File: src/rtl/dang9_pkg.sv
// Shared constants and types for the three-ball collision scanner.
package dang9_pkg;

  localparam int unsigned BALL_R       = 8;
  localparam int unsigned CTR_TOL      = 4;
  localparam int unsigned COLL_DIST_SQ = (2 * BALL_R) * (2 * BALL_R);

  // Enum value doubles as the bit index into the contact vector.
  typedef enum logic [1:0] {
    P12 = 2'd0,
    P13 = 2'd1,
    P23 = 2'd2
  } pair_e;

  typedef enum logic [2:0] {
    IDLE,
    DIFF,
    SQ,
    CMP,
    REPORT
  } state_e;

  typedef struct packed {
    logic lx;
    logic cx;
    logic rx;
    logic ty;
    logic cy;
    logic by;
  } zone_t;

  // Ball membership of a pair, bit0 = ball 1.
  function automatic logic [2:0] pair_balls(pair_e pair);
    case (pair)
      P12:     return 3'b011;
      P13:     return 3'b101;
      P23:     return 3'b110;
      default: return 3'b000;
    endcase
  endfunction

  function automatic pair_e next_pair(pair_e pair);
    case (pair)
      P12:     return P13;
      P13:     return P23;
      default: return P12;
    endcase
  endfunction

endpackage

File: src/rtl/ball_collision_detect_if.sv
// Scan request, ball positions and collision report bundle.
interface ball_collision_detect_if #(
  parameter int unsigned XW = 10,
  parameter int unsigned YW = 10
);
  logic          scan_start;
  logic [XW-1:0] x1;
  logic [XW-1:0] x2;
  logic [XW-1:0] x3;
  logic [YW-1:0] y1;
  logic [YW-1:0] y2;
  logic [YW-1:0] y3;
  logic          busy;
  logic          coll_valid;
  logic          ball1_flag;
  logic          ball2_flag;
  logic          ball3_flag;
  logic          lx_flag;
  logic          cx_flag;
  logic          rx_flag;
  logic          ty_flag;
  logic          cy_flag;
  logic          by_flag;
  logic [2:0]    contact;

  modport master (
    output scan_start, x1, x2, x3, y1, y2, y3,
    input  busy, coll_valid, ball1_flag, ball2_flag, ball3_flag,
    input  lx_flag, cx_flag, rx_flag, ty_flag, cy_flag, by_flag, contact
  );

  modport slave (
    input  scan_start, x1, x2, x3, y1, y2, y3,
    output busy, coll_valid, ball1_flag, ball2_flag, ball3_flag,
    output lx_flag, cx_flag, rx_flag, ty_flag, cy_flag, by_flag, contact
  );
endinterface

File: src/rtl/ball_pair_geom.sv
// Two-stage pair geometry: registered signed deltas, then registered squares;
// distance compare and zone classification are combinational off those registers.
module ball_pair_geom
  import dang9_pkg::*;
#(
  parameter int unsigned XW = 10,
  parameter int unsigned YW = 10
) (
  input  logic          clk,
  input  logic          rst,
  input  logic          load_diff,
  input  logic          load_sq,
  input  logic [XW-1:0] xa,
  input  logic [XW-1:0] xb,
  input  logic [YW-1:0] ya,
  input  logic [YW-1:0] yb,
  output logic          coll,
  output zone_t         zone
);

  localparam int unsigned SqXW = 2 * (XW + 1);
  localparam int unsigned SqYW = 2 * (YW + 1);
  localparam int unsigned SumW = ((SqXW > SqYW) ? SqXW : SqYW) + 1;
  localparam int signed   Tol  = int'(CTR_TOL);

  logic signed [XW:0]   dx_d, dx_q;
  logic signed [YW:0]   dy_d, dy_q;
  logic        [XW:0]   ax;
  logic        [YW:0]   ay;
  logic        [SqXW-1:0] sqx_q;
  logic        [SqYW-1:0] sqy_q;
  logic        [SumW-1:0] dist_sq;
  int                     dx_i, dy_i;

  always_comb begin
    dx_d = $signed({1'b0, xa}) - $signed({1'b0, xb});
    dy_d = $signed({1'b0, ya}) - $signed({1'b0, yb});
    // Squaring the magnitude keeps the multiplier unsigned.
    ax   = dx_q[XW] ? $unsigned(-dx_q) : $unsigned(dx_q);
    ay   = dy_q[YW] ? $unsigned(-dy_q) : $unsigned(dy_q);
  end

  always_ff @(posedge clk) begin
    if (rst) begin
      dx_q  <= '0;
      dy_q  <= '0;
      sqx_q <= '0;
      sqy_q <= '0;
    end else begin
      if (load_diff) begin
        dx_q <= dx_d;
        dy_q <= dy_d;
      end
      if (load_sq) begin
        sqx_q <= SqXW'(ax) * SqXW'(ax);
        sqy_q <= SqYW'(ay) * SqYW'(ay);
      end
    end
  end

  always_comb begin
    dist_sq = SumW'(sqx_q) + SumW'(sqy_q);
    coll    = dist_sq <= SumW'(COLL_DIST_SQ);
    dx_i    = int'(dx_q);
    dy_i    = int'(dy_q);
    zone.lx = dx_i < -Tol;
    zone.rx = dx_i > Tol;
    zone.cx = !zone.lx && !zone.rx;
    zone.ty = dy_i < -Tol;
    zone.by = dy_i > Tol;
    zone.cy = !zone.ty && !zone.by;
  end

endmodule

File: src/rtl/ball_collision_detect.sv
// Per-frame pair scanner: snapshots three ball positions, walks pairs 1-2, 1-3, 2-3
// through a shared geometry pipeline and pulses one report per newly made contact.
module ball_collision_detect
  import dang9_pkg::*;
#(
  parameter int unsigned XW = 10,
  parameter int unsigned YW = 10
) (
  input logic                    clk,
  input logic                    rst,
  ball_collision_detect_if.slave bus
);

  state_e        state_q, state_d;
  pair_e         pair_q;
  logic          busy, snap_en, load_diff, load_sq, cmp_en, report_en;

  logic [XW-1:0] xs_q [3];
  logic [YW-1:0] ys_q [3];
  logic [XW-1:0] xa, xb;
  logic [YW-1:0] ya, yb;
  logic          geom_coll;
  zone_t         geom_zone;

  logic [2:0]    contact_q, contact_d;
  logic          found_q, found_d;
  pair_e         rpt_pair_q, rpt_pair_d;
  zone_t         rpt_zone_q, rpt_zone_d;
  logic          coll_valid_q;
  logic [2:0]    balls_q;
  zone_t         zone_q;

  always_ff @(posedge clk) begin
    if (rst) begin
      state_q <= IDLE;
    end else begin
      state_q <= state_d;
    end
  end

  always_comb begin
    state_d = state_q;
    case (state_q)
      IDLE:    if (bus.scan_start) state_d = DIFF;
      DIFF:    state_d = SQ;
      SQ:      state_d = CMP;
      CMP:     state_d = (pair_q == P23) ? REPORT : DIFF;
      REPORT:  state_d = IDLE;
      default: state_d = IDLE;
    endcase
  end

  always_comb begin
    busy      = state_q != IDLE;
    snap_en   = (state_q == IDLE) && bus.scan_start;
    load_diff = state_q == DIFF;
    load_sq   = state_q == SQ;
    cmp_en    = state_q == CMP;
    report_en = state_q == REPORT;
  end

  always_ff @(posedge clk) begin
    if (snap_en) begin
      xs_q[0] <= bus.x1;
      xs_q[1] <= bus.x2;
      xs_q[2] <= bus.x3;
      ys_q[0] <= bus.y1;
      ys_q[1] <= bus.y2;
      ys_q[2] <= bus.y3;
    end
  end

  always_comb begin
    xa = xs_q[0];
    ya = ys_q[0];
    xb = xs_q[1];
    yb = ys_q[1];
    case (pair_q)
      P13: begin
        xb = xs_q[2];
        yb = ys_q[2];
      end
      P23: begin
        xa = xs_q[1];
        ya = ys_q[1];
        xb = xs_q[2];
        yb = ys_q[2];
      end
      default: ;
    endcase
  end

  ball_pair_geom #(
    .XW(XW),
    .YW(YW)
  ) u_geom (
    .clk       (clk),
    .rst       (rst),
    .load_diff (load_diff),
    .load_sq   (load_sq),
    .xa        (xa),
    .xb        (xb),
    .ya        (ya),
    .yb        (yb),
    .coll      (geom_coll),
    .zone      (geom_zone)
  );

  // Separation re-arms a pair; only the first new contact of a scan is latched.
  always_comb begin
    contact_d  = contact_q;
    found_d    = found_q;
    rpt_pair_d = rpt_pair_q;
    rpt_zone_d = rpt_zone_q;
    if (snap_en) begin
      found_d = 1'b0;
    end
    if (cmp_en) begin
      if (!geom_coll) begin
        contact_d[pair_q] = 1'b0;
      end else if (!contact_q[pair_q] && !found_q) begin
        contact_d[pair_q] = 1'b1;
        found_d           = 1'b1;
        rpt_pair_d        = pair_q;
        rpt_zone_d        = geom_zone;
      end
    end
  end

  always_ff @(posedge clk) begin
    if (rst) begin
      pair_q       <= P12;
      contact_q    <= '0;
      found_q      <= 1'b0;
      rpt_pair_q   <= P12;
      rpt_zone_q   <= zone_t'('0);
      coll_valid_q <= 1'b0;
      balls_q      <= '0;
      zone_q       <= zone_t'('0);
    end else begin
      contact_q    <= contact_d;
      found_q      <= found_d;
      rpt_pair_q   <= rpt_pair_d;
      rpt_zone_q   <= rpt_zone_d;
      if (snap_en) begin
        pair_q <= P12;
      end else if (cmp_en) begin
        pair_q <= next_pair(pair_q);
      end
      coll_valid_q <= report_en && found_q;
      balls_q      <= (report_en && found_q) ? pair_balls(rpt_pair_q) : 3'b000;
      zone_q       <= (report_en && found_q) ? rpt_zone_q : zone_t'('0);
    end
  end

  assign bus.busy       = busy;
  assign bus.coll_valid = coll_valid_q;
  assign bus.ball1_flag = balls_q[0];
  assign bus.ball2_flag = balls_q[1];
  assign bus.ball3_flag = balls_q[2];
  assign bus.lx_flag    = zone_q.lx;
  assign bus.cx_flag    = zone_q.cx;
  assign bus.rx_flag    = zone_q.rx;
  assign bus.ty_flag    = zone_q.ty;
  assign bus.cy_flag    = zone_q.cy;
  assign bus.by_flag    = zone_q.by;
  assign bus.contact    = contact_q;

endmodule

File: src/flat_wrapper.sv
// flat-port wrapper written by rule: the top's interface ports become plain ports
module ball_collision_detect_flat import dang9_pkg::*;
#(
  parameter int unsigned XW = 10,
  parameter int unsigned YW = 10
)
  (clk, rst, bus_scan_start, bus_x1, bus_x2, bus_x3, bus_y1, bus_y2, bus_y3, bus_busy, bus_coll_valid, bus_ball1_flag, bus_ball2_flag, bus_ball3_flag, bus_lx_flag, bus_cx_flag, bus_rx_flag, bus_ty_flag, bus_cy_flag, bus_by_flag, bus_contact);
  ball_collision_detect_if #(.XW(XW), .YW(YW)) bus_i ();
  input logic clk;
  input logic rst;
  input wire logic [$bits(bus_i.scan_start)-1:0] bus_scan_start;
  input wire logic [$bits(bus_i.x1)-1:0] bus_x1;
  input wire logic [$bits(bus_i.x2)-1:0] bus_x2;
  input wire logic [$bits(bus_i.x3)-1:0] bus_x3;
  input wire logic [$bits(bus_i.y1)-1:0] bus_y1;
  input wire logic [$bits(bus_i.y2)-1:0] bus_y2;
  input wire logic [$bits(bus_i.y3)-1:0] bus_y3;
  output wire logic [$bits(bus_i.busy)-1:0] bus_busy;
  output wire logic [$bits(bus_i.coll_valid)-1:0] bus_coll_valid;
  output wire logic [$bits(bus_i.ball1_flag)-1:0] bus_ball1_flag;
  output wire logic [$bits(bus_i.ball2_flag)-1:0] bus_ball2_flag;
  output wire logic [$bits(bus_i.ball3_flag)-1:0] bus_ball3_flag;
  output wire logic [$bits(bus_i.lx_flag)-1:0] bus_lx_flag;
  output wire logic [$bits(bus_i.cx_flag)-1:0] bus_cx_flag;
  output wire logic [$bits(bus_i.rx_flag)-1:0] bus_rx_flag;
  output wire logic [$bits(bus_i.ty_flag)-1:0] bus_ty_flag;
  output wire logic [$bits(bus_i.cy_flag)-1:0] bus_cy_flag;
  output wire logic [$bits(bus_i.by_flag)-1:0] bus_by_flag;
  output wire logic [$bits(bus_i.contact)-1:0] bus_contact;
  assign bus_i.scan_start = bus_scan_start;
  assign bus_i.x1 = bus_x1;
  assign bus_i.x2 = bus_x2;
  assign bus_i.x3 = bus_x3;
  assign bus_i.y1 = bus_y1;
  assign bus_i.y2 = bus_y2;
  assign bus_i.y3 = bus_y3;
  assign bus_busy = bus_i.busy;
  assign bus_coll_valid = bus_i.coll_valid;
  assign bus_ball1_flag = bus_i.ball1_flag;
  assign bus_ball2_flag = bus_i.ball2_flag;
  assign bus_ball3_flag = bus_i.ball3_flag;
  assign bus_lx_flag = bus_i.lx_flag;
  assign bus_cx_flag = bus_i.cx_flag;
  assign bus_rx_flag = bus_i.rx_flag;
  assign bus_ty_flag = bus_i.ty_flag;
  assign bus_cy_flag = bus_i.cy_flag;
  assign bus_by_flag = bus_i.by_flag;
  assign bus_contact = bus_i.contact;
  ball_collision_detect #(.XW(XW), .YW(YW)) u_core (.clk(clk), .rst(rst), .bus(bus_i));
endmodule
File: config.mk
export PLATFORM = sky130hd
export DESIGN_NAME = ball_collision_detect_flat
export DESIGN_NICKNAME = d
export VERILOG_FILES = /design/src/rtl/dang9_pkg.sv /design/src/rtl/ball_collision_detect_if.sv /design/src/rtl/ball_pair_geom.sv /design/src/rtl/ball_collision_detect.sv /design/src/flat_wrapper.sv
export SDC_FILE = /design/constraint.sdc
export NUM_CORES = 1
export LEC_CHECK = 0
export ABC_AREA = 0
export CORE_ASPECT_RATIO = 0.8
export CORE_UTILIZATION = 45
export CTS_CLUSTER_SIZE = 25
export DETAILED_ROUTE_END_ITERATION = 16
export GPL_TIMING_DRIVEN = 0
export SYNTH_ARGS = -nofsm -noshare
export SYNTH_HDL_FRONTEND = slang
export SYNTH_HIERARCHICAL = 1
export SYNTH_SLANG_ARGS = --single-unit
File: constraint.sdc
create_clock -name clk -period 9.05 [get_ports clk]
set_input_delay 1.81 -clock clk [delete_from_list [all_inputs] [get_ports clk]]
set_output_delay 1.81 -clock clk [all_outputs]
set_load 0.01 [all_outputs]
Word-level counts from Yosys, hierarchy flattened
Memories as Yosys holds them, arrays and structs flattened.
Cells that the tools add are included.
- memories: 2
- bits in registers: 93
- input bits: 63
- output and inout port bits: 14
- bits in writable memories: 60
- reduce and logical (&&, ||, !) cells: 21
- multiplexer cells: 23
- equality and inequality tests: 10
- multiply operators: 2
- $lt $le $gt $ge: 7
- bitwise logic cells: 4
- add/subtract/negate cells: 5
- memory list (memory ; words ; width ; rd ports ; clocked after memory_dff ; wr ports ; line ; text):
    u_core.xs_q ; 3 ; 10 ; 3 ; 0 ; 3 ; ball_collision_detect.sv:18 ; logic [XW-1:0] xs_q [3];
    u_core.ys_q ; 3 ; 10 ; 3 ; 0 ; 3 ; ball_collision_detect.sv:19 ; logic [YW-1:0] ys_q [3];
- operators by type and width (cell ; number):
    11-bit by 11-bit multiplier with 22-bit output ; 2
    10-bit two-way mux ; 4
    22-bit by 22-bit adder with 23-bit output ; 1
    23-bit by 9-bit <= comparator with 1-bit output, second input constant ; 1
    11-bit by 4-bit > comparator with 1-bit output, second input constant ; 2
    11-bit by 3-bit < comparator with 1-bit output, second input constant ; 2
    11-bit two-way mux ; 2
    11-bit negator ; 2
    10-bit by 10-bit subtractor with 11-bit output ; 2
    3-bit two-way mux ; 4
    3-bit one-hot mux with 4 select lines ; 1
    3-bit one-hot mux with 3 select lines ; 1
    1-bit two-way mux ; 8
    3-bit by 2-bit == test with 1-bit output, second input constant ; 2
    1-bit logical AND ; 6
    1-bit logical NOT ; 6
    2-bit OR reduction ; 3
    2-bit by 1-bit == test with 1-bit output, second input constant ; 2
    2-bit == test, second input constant ; 2
    2-bit logical NOT ; 2
    2-bit inequality test, second input constant ; 2
    2-bit one-hot mux with 2 select lines ; 1
    3-bit AND ; 1
    3-bit by 1-bit == test with 1-bit output, second input constant ; 1
    12 further kinds ; 12

Longest topological paths before layout
- word-level depth: 7
- gate-level depth with buffers: 28
- gate-level depth less buffers: 26

By module
The synthesis kept the hierarchy.
- by module, submodules not included (module ; cells an instance ; times used ; area an instance (um^2)):
    ball_pair_geom ; 1315 ; 1 ; 11036.8
    ball_collision_detect ; 219 ; 1 ; 3427.0

Worst setup path before layout
No wires, ideal clock.
- path kind: reg-to-reg
- from: register u_core.u_geom.dy_q[3]
- to: register u_core.u_geom.sqy_q[21]
- path slack: 2.343 ns
- arrival time: 6.622 ns
- buffers on the path: 3
- period minus slack after synthesis: 6.707 ns
- stages on the path, launching flop included: 25
- cell sequence: dfxtp_1 -> clkbuf_1 -> or4_1 -> o41ai_1 -> xnor2_1 -> clkbuf_1 -> or2_2 -> fa_1 -> inv_1 -> fa_1 -> fa_1 -> fa_1 -> inv_1 -> fa_1 -> inv_1 -> ha_1 -> clkbuf_1 -> a21o_1 -> a21o_1 -> a221o_1 -> a21oi_1 -> a311o_1 -> o21ai_0 -> xnor2_1 -> a211oi_1
- word-level cells in the longest chain between the ends: 3
- RTL lines (item ; line ; text):
    start: declaration ; ball_pair_geom.sv:27 ; logic signed [YW:0] dy_d, dy_q;
    start signal: assignment ; ball_pair_geom.sv:52 ; dy_q <= dy_d;
    11-bit negator ; ball_pair_geom.sv:40 ; ay = dy_q[YW] ? $unsigned(-dy_q) : $unsigned(dy_q);
    11-bit two-way mux (*) ; ball_pair_geom.sv:40 ;
    11-bit by 11-bit multiplier with 22-bit output (*) ; ball_pair_geom.sv:56 ; sqy_q <= SqYW'(ay) * SqYW'(ay);
    end signal: assignment ; ball_pair_geom.sv:56 ;
    end: declaration ; ball_pair_geom.sv:31 ; logic [SqYW-1:0] sqy_q;
Mark *: on every way between the ends. The rest lies on a longest branch, timed or not.
A chain may end at the register's enable or synchronous reset.

Worst setup path after layout
- from: register u_core.u_geom.dy_q[0]
- to: register u_core.u_geom.sqy_q[21]
The elaborated chain is that of the path after synthesis.

==> results.sh <==
export IMPL_status="completed"
export IMPL_cp_required_ns=9.39
export IMPL_fin_setup_tns_ns=0
export IMPL_finalCritPeriodShare_pct=87.6
export IMPL_hold_path_class="flop to flop"
export IMPL_hp_start="u_core/rpt_zone_q[2]"
export IMPL_grt_use_met3_pct=3.20
export IMPL_cts_buffers=17
export IMPL_cts_buffer_depth=2
export IMPL_cts_hold_fix_buffers=0
export IMPL_startpoint="u_core/u_geom/dy_q[0]"
export IMPL_hold_viol_final=0
export IMPL_ys_types=78
export IMPL_wl_per_cell_um=15.4
export IMPL_max_freq_mhz=126
export IMPL_synthXorXnorAreaFrac_pct=4.48
export IMPL_start_kind="flop"
export IMPL_tightestPinTransition_ns=1.18
export IMPL_synth_avg_cell_area_um2=9.43
export IMPL_drt_wl_total_mm=32.0
export IMPL_r2r_start="u_core/u_geom/dy_q[0]"
export IMPL_maxSlewViolCount=0
export IMPL_peakVddDrop_uv=151
export IMPL_syn_inst=1534
export IMPL_gr_usage_met2_pct=32.1
export IMPL_crit_fanout=10
export IMPL_track_usage_pct=20.4
export IMPL_synth_edff_count=60
export IMPL_fill_cells=3001
export IMPL_vias=10807
export IMPL_dpl_hpwl_mm=25.7
export IMPL_root_buffer="clkbuf_16"
export IMPL_dr_pass1_iters=6
export IMPL_setup_viol=0
export IMPL_final_seq_area_um2=3620
export IMPL_h_tree_depth=4
export IMPL_final_min_clock_period_ns=7.92
export IMPL_synth_compound_area_share_pct=10.9
export IMPL_final_antenna_net_count=0
export IMPL_nNetsFinal=1989
export IMPL_cts_clk_slew_worst_paths_ns=0.07
export IMPL_drt_initial_drc_count=524
export IMPL_synthSimpleGateAreaFrac_pct=13.3
export IMPL_multi_input_area_um2=9740
export IMPL_stdcell_count=2079
export IMPL_antenna_found_initial=0
export IMPL_synthMuxAreaShare_pct=7.22
export IMPL_ys_warn_count=6
export IMPL_core_area_um2=31500
export IMPL_syn_to_final_growth_pct=13.5
export IMPL_overflow=0
export IMPL_grt_max_degree=33
export IMPL_grt_setup_unrepaired="false"
export IMPL_yosys_most_used_dff="dfxtp_1"
export IMPL_final_setup_skew_ns=0.0202
export IMPL_antennaDiodeCount=0
export IMPL_die_height_um=162
export IMPL_ioPinCount=77
export IMPL_tritoncts="yes"
export IMPL_vias_per_cell=5.20
export IMPL_synth_top_family_by_area="adder cells"
export IMPL_cts_setup_buffers=0
export IMPL_power_leakage_uw=0.00751
export IMPL_layout_drive_gt1_share_pct=6.27
export IMPL_grt_pass1_wl_mm=53.8
export IMPL_drc=0
export IMPL_std_cell_rows=58
export IMPL_drv_cap=0
export IMPL_critical_path_arrival_ns=8.26
export IMPL_synth_area_um2=14500
export IMPL_power_total_uw=3610
export IMPL_endpoint_kind="flop"
export IMPL_dp_cells=2047
export IMPL_worstSetupPathType="flop to flop"
export IMPL_start_util_pct=45.9
export IMPL_die_width_um=202
export IMPL_ys_ff_latch=151
export IMPL_synthAdderAreaFrac_pct=31.0
export IMPL_grt_pass1_vias=10705
export IMPL_insertion_delay_ns=0.44
export IMPL_cts_resized=0
export IMPL_portBuffers=76
export IMPL_grt_use_met1_pct=29.9
export IMPL_grt_busiest_layer="met2"
export IMPL_async_flop_share_pct=0
export IMPL_dieArea_um2=32900
export IMPL_synth_seq_area_share_pct=25.1
export IMPL_gp_congestion=0.925
export IMPL_powerDensity_nw_per_um2=220
export IMPL_slew_headroom_pct=18.7
export IMPL_clkSinkCount=151
Yosys cell counts, types with 5 or more instances:
cell | number | area, um^2
a31oi_1 | 14 | 87.6
nor2b_1 | 17 | 106
and2_1 | 17 | 106
o31ai_1 | 8 | 60.1
nand4_1 | 9 | 56.3
nor3_1 | 20 | 100
o22ai_1 | 8 | 50.1
a211oi_1 | 16 | 120
a21oi_1 | 38 | 190
buf_1 | 7 | 26.3
o21ai_0 | 43 | 215
dfxtp_1 | 91 | 1820
nor3b_1 | 7 | 52.6
xnor2_1 | 44 | 385
nand3_1 | 14 | 70.1
nand3b_1 | 5 | 37.5
mux2i_1 | 53 | 531
mux2_2 | 43 | 484
o21a_1 | 10 | 75.1
clkbuf_1 | 33 | 124
nor4_1 | 5 | 31.3
nand2_1 | 83 | 312
and3_1 | 9 | 56.3
xor2_1 | 30 | 263
o21bai_1 | 6 | 45.0
o2111ai_1 | 6 | 52.6
nand4b_1 | 8 | 70.1
or3_1 | 8 | 50.1
ha_1 | 150 | 1880
nor2_1 | 154 | 578
nand2b_1 | 25 | 156
o41ai_1 | 5 | 43.8
fa_1 | 130 | 2600
edfxtp_1 | 60 | 1800
inv_1 | 260 | 976
a21o_1 | 26 | 195
report_power, final:
part           leakage [uW]  switching, uW  total [uW]  internal (uW)
Sequential          0.00131           58.2         857            799
Combinational       0.00591           1220        2040            813
Clock              0.000292            325         719            394
metrics by stage:
| step | util (%) | hold WS (ns) | setup slack [ns] | cell area (um^2) |
|---|---|---|---|---|
| 2_1_floorplan | - | 0.430 | 2.34 | 14500 |
| 3_3_place_gp | 50.2 | 0.444 | 1.20 | 15800 |
| 3_5_place_dp | 50.3 | 0.445 | 1.13 | 15800 |
| 4_1_cts | 52.1 | 0.458 | 1.09 | 16400 |
| 5_1_grt | 52.1 | 0.470 | 0.593 | 16400 |
| 6_report | 52.1 | 0.455 | 1.13 | 16400 |
layout make-up:
cell class / instances / share of cell area (%)
multi-input combinational: 1092 / 59.3
sequential: 151 / 22.1
inverter: 264 / 6.04
timing repair buffer: 77 / 4.76
tap: 420 / 3.20
clock buffer: 20 / 2.92
buffer: 43 / 1.04
clock inverter: 12 / 0.648
registers in the layout (all words and copies together), names as in the netlist, 3 cells and up:
| register | flops |
|---|---|
| u_core/xs_q | 30 |
| u_core/ys_q | 30 |
| u_core/u_geom/sqx_q | 21 |
| u_core/u_geom/sqy_q | 21 |
| u_core/u_geom/dx_q | 11 |
| u_core/u_geom/dy_q | 11 |
| u_core/rpt_zone_q | 6 |
| u_core/balls_q | 3 |
| u_core/bus.contact | 3 |
| u_core/state_q | 3 |
worst max-delay path, cell delays in order (launching register included):
cell and delay [ns]:
dfxtp_1 0.42, inv_1 0.12, clkbuf_1 0.54, ha_1 0.30
nand2b_1 0.10, o31ai_1 0.28, xor2_1 0.66, inv_1 0.36
nand2_1 0.23, fa_1 0.43, inv_1 0.13, fa_1 0.44
fa_1 0.52, fa_1 0.54, inv_1 0.05, fa_1 0.52
inv_1 0.04, ha_1 0.27, clkbuf_1 0.20, a21o_1 0.22
a21o_1 0.20, a221o_1 0.30, a21oi_1 0.21, a311o_1 0.24
o21ai_0 0.12, xnor2_1 0.15, a211oi_1 0.24
kinds of logic (layout without fill, tap and decap cells):
kind of cell / after synthesis / in the layout
multiplexers: 98 / 98
other: 2 / 18
XOR/XNOR: 74 / 74
adder cells (fa/ha/maj): 280 / 280
flip-flops: 151 / 151
AND/OR/NAND/NOR: 396 / 396
buffers and inverters: 307 / 416
AO/OA/AOI/OAI: 226 / 226
path summary, 6_finish.rpt:
check	slack, ns	to	depth (start not counted)
worst min-delay path	0.46	u_core/bus.ty_flag	1
worst max-delay path	1.13	u_core/u_geom/sqy_q[21]	26
worst min register to register	0.46	u_core/bus.ty_flag	1
worst max register to register	1.13	u_core/u_geom/sqy_q[21]	26
cells in the final DEF, fill, tap and decap left out, types with 8 or more instances in the layout:
cell | Yosys | final
xor2_1 | 30 | 30
inv_1 | 260 | 260
a211oi_1 | 16 | 16
and2_1 | 17 | 16
o31ai_1 | 8 | 8
a21oi_1 | 38 | 38
clkbuf_1 | 33 | 34
nand3_1 | 14 | 14
clkbuf_16 | 0 | 19
ha_1 | 150 | 150
mux2_2 | 43 | 43
o21a_1 | 10 | 10
nand2_1 | 83 | 83
nor2_1 | 154 | 154
or3_1 | 8 | 8
a31oi_1 | 14 | 14
fa_1 | 130 | 130
nor2b_1 | 17 | 17
clkdlybuf4s50_1 | 0 | 76
nand4b_1 | 8 | 8
nand2b_1 | 25 | 25
edfxtp_1 | 60 | 60
conb_1 | 2 | 18
xnor2_1 | 44 | 44
dfxtp_1 | 91 | 91
o22ai_1 | 8 | 8
o21ai_0 | 43 | 43
a21o_1 | 26 | 26
nor3_1 | 20 | 20
mux2i_1 | 53 | 53
nand4_1 | 9 | 9
and3_1 | 9 | 9
metal layers:
metal,wire length [um],up-vias
met5,0,-
met4,359,0
met3,1410,25
met2,14100,185
met1,16100,5261
li1,-,5336
Note: power is estimated with default switching activity, not from simulation.
